--- src/rtl/pipe_last_sender.sv ---
// Length-prefixed to last-framed packetizer with a small egress FIFO.
// Optional packet counter output enabled by LAST_SENDER_STATS_EN.
module pipe_last_sender #(
    parameter int DATA_WIDTH = 128,
    parameter int LEN_WIDTH  = 16,
    parameter int DEPTH      = 4
) (
    input  logic                  CLK,
    input  logic                  nRST,
    input  logic                  in_enq__ENA,
    input  logic [DATA_WIDTH-1:0] in_enq_v,
    output logic                  in_enq__RDY,
    output logic                  out_enq__ENA,
    output logic [DATA_WIDTH-1:0] out_enq_v,
    output logic                  out_enq_last,
    input  logic                  out_enq__RDY,
    output logic                  busy
`ifdef LAST_SENDER_STATS_EN
    ,
    output logic [31:0]           pkt_count
`endif
);

    localparam int AW = $clog2(DEPTH);
    localparam int PW = AW + 1;

    typedef enum logic {HDR, DATA} state_t;

    state_t               state, state_nx;
    logic [LEN_WIDTH-1:0] remaining, remaining_nx, len;
    logic [PW-1:0]        wr_ptr, rd_ptr, count;
    logic [DATA_WIDTH:0]  mem [DEPTH];
    logic [DATA_WIDTH:0]  head;
    logic                 full, empty, in_fire, out_fire, wr_last;

    // Pointer MSB separates full from empty; difference is the fill level.
    assign count   = wr_ptr - rd_ptr;
    assign full    = (count == PW'(DEPTH));
    assign empty   = (count == '0);
    assign in_fire = in_enq__ENA && !full;
    assign out_fire = out_enq__ENA && out_enq__RDY;
    assign len     = in_enq_v[LEN_WIDTH-1:0];
    assign head    = mem[rd_ptr[AW-1:0]];

    always_ff @(posedge CLK or negedge nRST) begin
        if (!nRST) begin
            state     <= HDR;
            remaining <= '0;
        end else begin
            state     <= state_nx;
            remaining <= remaining_nx;
        end
    end

    always_comb begin
        state_nx     = state;
        remaining_nx = remaining;
        if (in_fire) begin
            unique case (state)
                HDR: begin
                    if (len != '0) begin
                        state_nx     = DATA;
                        remaining_nx = len;
                    end
                end
                DATA: begin
                    remaining_nx = remaining - 1'b1;
                    if (remaining == LEN_WIDTH'(1))
                        state_nx = HDR;
                end
                default: state_nx = HDR;
            endcase
        end
    end

    always_comb begin
        wr_last = 1'b0;
        unique case (state)
            HDR:     wr_last = (len == '0);
            DATA:    wr_last = (remaining == LEN_WIDTH'(1));
            default: wr_last = 1'b0;
        endcase
        in_enq__RDY  = !full;
        out_enq__ENA = !empty;
        out_enq_v    = empty ? '0 : head[DATA_WIDTH-1:0];
        out_enq_last = empty ? 1'b0 : head[DATA_WIDTH];
        busy         = !empty || (state == DATA);
    end

    always_ff @(posedge CLK or negedge nRST) begin
        if (!nRST) begin
            wr_ptr <= '0;
            rd_ptr <= '0;
        end else begin
            if (in_fire)
                wr_ptr <= wr_ptr + 1'b1;
            if (out_fire)
                rd_ptr <= rd_ptr + 1'b1;
        end
    end

    always_ff @(posedge CLK) begin
        if (in_fire)
            mem[wr_ptr[AW-1:0]] <= {wr_last, in_enq_v};
    end

`ifdef LAST_SENDER_STATS_EN
    always_ff @(posedge CLK or negedge nRST) begin
        if (!nRST)
            pkt_count <= '0;
        else if (out_fire && out_enq_last)
            pkt_count <= pkt_count + 32'd1;
    end
`endif

endmodule
--- config.mk ---
export PLATFORM = sky130hd
export DESIGN_NAME = pipe_last_sender
export DESIGN_NICKNAME = d
export VERILOG_FILES = /design/src/rtl/pipe_last_sender.sv
export SDC_FILE = /design/constraint.sdc
export NUM_CORES = 1
export LEC_CHECK = 0
export CORE_MARGIN = 2
export CORE_UTILIZATION = 45
export DETAILED_ROUTE_END_ITERATION = 12
export GPL_TIMING_DRIVEN = 0
export PLACE_DENSITY = 0.67
export SLEW_MARGIN = 0
export SYNTH_ARGS = -nofsm -noshare
export SYNTH_HDL_FRONTEND = slang
export SYNTH_SLANG_ARGS = --single-unit
--- constraint.sdc ---
create_clock -name CLK -period 7.2 [get_ports CLK]
set_input_delay 1.44 -clock CLK [delete_from_list [all_inputs] [get_ports CLK]]
set_output_delay 1.44 -clock CLK [all_outputs]
set_load 0.02 [all_outputs]
; Yosys cells after proc, flatten, opt, wreduce, memory -nomap -nowiden
; Memory sizes are Yosys's and may differ from the RTL's.
; Cells that the tools add are included.
[op_classes]
bitwise_logic = 1
mux = 10
n_reduce_logical = 9
n_eq_ne = 3
addsub = 4
[ops]
columns = operator, n
row1 = $mux W128, 1
row2 = $pmux W16 S2, 1
row3 = $eq A16 B1 Y1 const B, 1
row4 = $logic_not A16 Y1, 1
row5 = $mux W16, 1
row6 = $reduce_bool A16 Y1, 1
row7 = $sub A16 B1 Y16 const B, 1
row8 = $add A3 B1 Y3 const B, 2
row9 = $mux W1, 5
row10 = $pmux W1 S2, 2
row11 = $eq A3 B3 Y1 const B, 1
row12 = $logic_not A3 Y1, 1
row13 = $sub A3 B3 Y3, 1
row14 = $logic_and A1 B1 Y1, 2
row15 = $logic_not A1 Y1, 2
row16 = $ne A2 B2 Y1 const B, 1
row17 = $reduce_and A2 Y1, 1
row18 = $logic_or A1 B1 Y1, 1
row19 = $not A1 Y1, 1
[word_totals]
input_bits = 132
mem_bits_rw = 516
output_inout_bits = 132
memories = 1
reg_bits = 23
elab_cells = 32
[mem_list]
columns = memory, depth, width, read_ports, rd_clocked_by_memory_dff, wr, line_no
row1 = mem, 4, 129, 1, 0, 1, 32  ; logic [DATA_WIDTH:0] mem [DEPTH];

; Logic depth before layout (Yosys ltp)
[depth]
depth_word = 6
mapped_depth = 12
mapped_depth_nobuf = 7

; Worst setup path before layout
; Ideal clock, no wire load.
[synth_timing]
path_type = register -> register
startpoint = reg rd_ptr[1]
endpoint = mem mem[3][0] (netlist bit) (enable)
setup_time_ns = 0.506
setup_slack_ns = 1.774
stages_incl_launch_ff = 10
required_time_ns = 6.694
arrival_time_ns = 4.920
path_buffers = 3
synth_period_minus_slack_ns = 5.426
cell_sequence = dfrtp_1 clkbuf_1 clkbuf_1 clkbuf_1 inv_1 ha_1 nor2b_1 xnor2_1 nand3_1 and3_1
[synth_between]
elab_chain_len = 6
[synth_rtl]
columns = item, line_no
row1 = "start, declared", 31  ; logic [PW-1:0] wr_ptr, rd_ptr, count;
row2 = "start signal, assigned", 98  ; rd_ptr <= rd_ptr + 1'b1;
row3 = $sub A3 B3 Y3, 37  ; assign count = wr_ptr - rd_ptr;
row4 = $eq A3 B3 Y1, 38  ; assign full = (count == PW'(DEPTH));
row5 = $logic_not A1 Y1, --
row6 = named net in_enq__RDY, 12  ; output logic in_enq__RDY,
row7 = $logic_and A1 B1 Y1, 40  ; assign in_fire = in_enq__ENA && !full;
row8 = $mux W1, 103  ; if (in_fire)
row9 = $mux W1 (implied by the code), 104  ; mem[wr_ptr[AW-1:0]] <= {wr_last, in_enq_v};
row10 = "end, declared", 32
; The timed path passes the listed nets, and every way through them passes these cells.

; Final worst setup path
[layout_timing]
startpoint = reg rd_ptr[1]
endpoint = out out_enq_v[90]
[layout_between]
elab_chain_len = 3
elab_cells_between_ends = 4
cone_classes = add/sub (1) / mux (1) / reduce/logical (1) / memory (1)
[layout_rtl]
columns = item, line_no
row1 = $sub A3 B3 Y3, 37
row2 = $logic_not A3 Y1, 39  ; assign empty = (count == '0);
row3 = $mux W128 (*), 85  ; out_enq_v = empty ? '0 : head[DATA_WIDTH-1:0];
row4 = "end, declared", 14  ; output logic [DATA_WIDTH-1:0] out_enq_v,
; Mark *: on every way between the ends. The rest lies on a longest branch, timed or not.

==> metrics.yaml <==
max-vdd-ir-drop_uv: 284.4
die_w_um: 219.9
remaining_drc_errors: 0
drt-pass1-iter-count: 5
r2r_slack_ps: 2870
io_buffers: 263
leakagePower_nw: 8.585
dr.first_iter.drc_count: 875
wl_um: 43980
vias: 10588
antenna_found_initial: 6
wl_per_cell_um: 22.24
drv_cap: 0
multi_input_area_mm2: 0.004642
synth_top_area_frac: 0.7389
reg2reg_to: "mem[3][53]"
finalCritPeriodShare: 0.9205
arrival_ps: 5190
crit_fanout: 10
die_h_um: 219.9
clk_pin_slew_ps: 60
place_congestion: 0.8312
path_class: "reg2out"
synth_seq_area_share: 0.7663
reg2reg_depth: 11
drive_above_1_share: 0.1775
synth_ff_type: "edfxtp_1"
crit_path_start_kind: "flip-flop"
route.met2.wl_um: 21650
wl_met1_um: 18630
grt_usage: 0.1833
power_density_mw_per_mm2: 496.7
start_util: 0.4533
synth.most_common_cell: "edfxtp_1"
critical_path.startpoint: "rd_ptr[1]"
dr.max_layer_used: "met5"
endpoint_kind: "output pin"
syn_nets: 1137
ant_nets: 0
finClkSkew_ps: 14.39
clk_latency_ps: 600
cts_buffers: 54
clock.fmax_mhz: 150.9
coreArea_mm2: 0.04626
hold_path_class: "reg2reg"
ys_ff_latch: 539
slew_viol_final: 0
async_reset_ff_frac: 0.04267
period_needed_ps: 6628
synth_edf_count: 516
io_pins: 264
clock_path_buffers: 3
grt_pass1_vias: 10968
cts_tree: "yes"
yosysTopAreaCell: "edfxtp_1"
tightest_slew_ps: 1092
setup_violations: 0
cts-root-buf: "clkbuf_16"
hold_viol: 0
grt_pass1_wl_um: 65670
overflow: 0
netlist_top_cells_count: "edfxtp_1 (516), and2_1 (130), mux4_2 (129)"
cts.sinks: 539
grt_max_degree: 52
regArea_mm2: 0.01607
maxSlewHeadroom: 0.2695
netlist_instances: 996
rows: 79
post_cts_buffers: 0
wl_met3_um: 3038
yosysUniqueCellTypes: 48
p_total_mw: 13.08
avgSynthCellArea_um2: 21.06
die-area_mm2: 0.04835
status: "finished clean"
nets: 1465
rsz0062_at_grt: "no"
cp.required_ps: 5760
htreeDepth: 2
yosysWarnings: 0
r2r_start: "rd_ptr[1]"
synth_area_mm2: 0.02097
endpoint: "out_enq_v[90]"
fill_cells: 3531
area_delta_synth_final_pct: 25.61
via_per_inst: 5.356
synthTopCellsByArea: "edfxtp_1 (74%), mux4_2 (14%), and2_1 (3.9%)"
dp.final_hpwl_um: 27420
fin_tns_setup_ps: 0
cells in the final DEF, fill, tap and decap left out, drive strengths merged, types with 3 or more instances in the layout:
cell	count
ha	9
inv	12
bufinv	4
edfxtp	516
dfrtp	23
nor2	14
xnor2	5
clkbuf	101
buf	28
clkinv	28
a21oi	7
o22a	4
a2bb2oi	3
and2	130
o21ai	7
and3	7
o31ai	6
clkdlybuf4s50	263
o211ai	3
nand3	6
mux4	129
nor4	4
nand2	11
nor3	13
layout make-up:
class	count	share of cell area
Clock buffer	64	0.05310
Timing Repair Buffer	272	0.1088
Buffer	56	0.009357
Tap cell	607	0.02883
Antenna cell	1	0.00009500
Sequential cell	539	0.6101
Inverter	9	0.001282
Multi-Input combinational cell	392	0.1762
Clock inverter	37	0.01225
critical path, cell delays in order (launching register included):
cell and delay (ps):
dfrtp_1 340, clkbuf_1 350, clkbuf_2 460, clkbuf_1 560, inv_1 100, ha_1 200
nor2b_1 130, xnor2_1 210, or2_2 170, clkbuf_1 280, buf_2 480, clkbuf_1 400
and2_1 190, clkdlybuf4s50_1 690
what timing repair did:
action	CTS	global route
hold buffers	0	0
setup endpoints to repair	2	0
gates resized for setup	1	0
metrics by stage:
step                        util  hold slack (ps)  worst slack [ps]  area, µm²  std cells
after floorplan                -            461.7              1774      20970        996
after global placement    0.5267            474.4             -1942      24360       1866
after detailed placement  0.5321            482.7             668.6      24620       1875
after CTS                 0.5694            497.9             344.1      26340       1976
after global routing      0.5694            522.7             215.8      26340       1976
final                     0.5694            492.3             572.4      26340       1977
registers in the layout, indices dropped and copies added (netlist names):
register / flops
mem: 516
rd_ptr: 3
remaining: 16
state: 1
wr_ptr: 3
worst min path at each step:
stage	startpoint	slack (ps)	to	cells past startpoint
after floorplan	wr_ptr[2]	460	wr_ptr[2]	1
after global placement	wr_ptr[2]	470	wr_ptr[2]	1
after detailed placement	wr_ptr[2]	480	wr_ptr[2]	1
after CTS	wr_ptr[2]	500	wr_ptr[2]	1
after global routing	wr_ptr[2]	520	wr_ptr[2]	1
final	wr_ptr[2]	490	wr_ptr[2]	1
power breakdown:
group	total, mW	internal (mW)	switching, mW
Sequential	4.46	4.27	0.186
Clock	2.70	1.54	1.16
Combinational	5.92	2.79	3.14
Total	13.1	8.60	4.48
routing by layer:
layer	vias to the layer above	GRT usage
met5	-	0
met4	10	0.03535
met3	50	0.04817
met2	320	0.3000
met1	5489	0.2511
li1	4719	-
logic make-up after synthesis:
group                      after synthesis  synth area share
xor gates and xnor gates                 6          0.002506
buffers and inverters                   65           0.01330
DFF                                    539            0.7663
muxes                                  133            0.1406
adders and majority gates                9          0.005370
and+or+nand+nor                        199           0.05656
AOI/OAI and AO/OA                       45           0.01539
No activity file was read; power rests on OpenSTA's default activity.
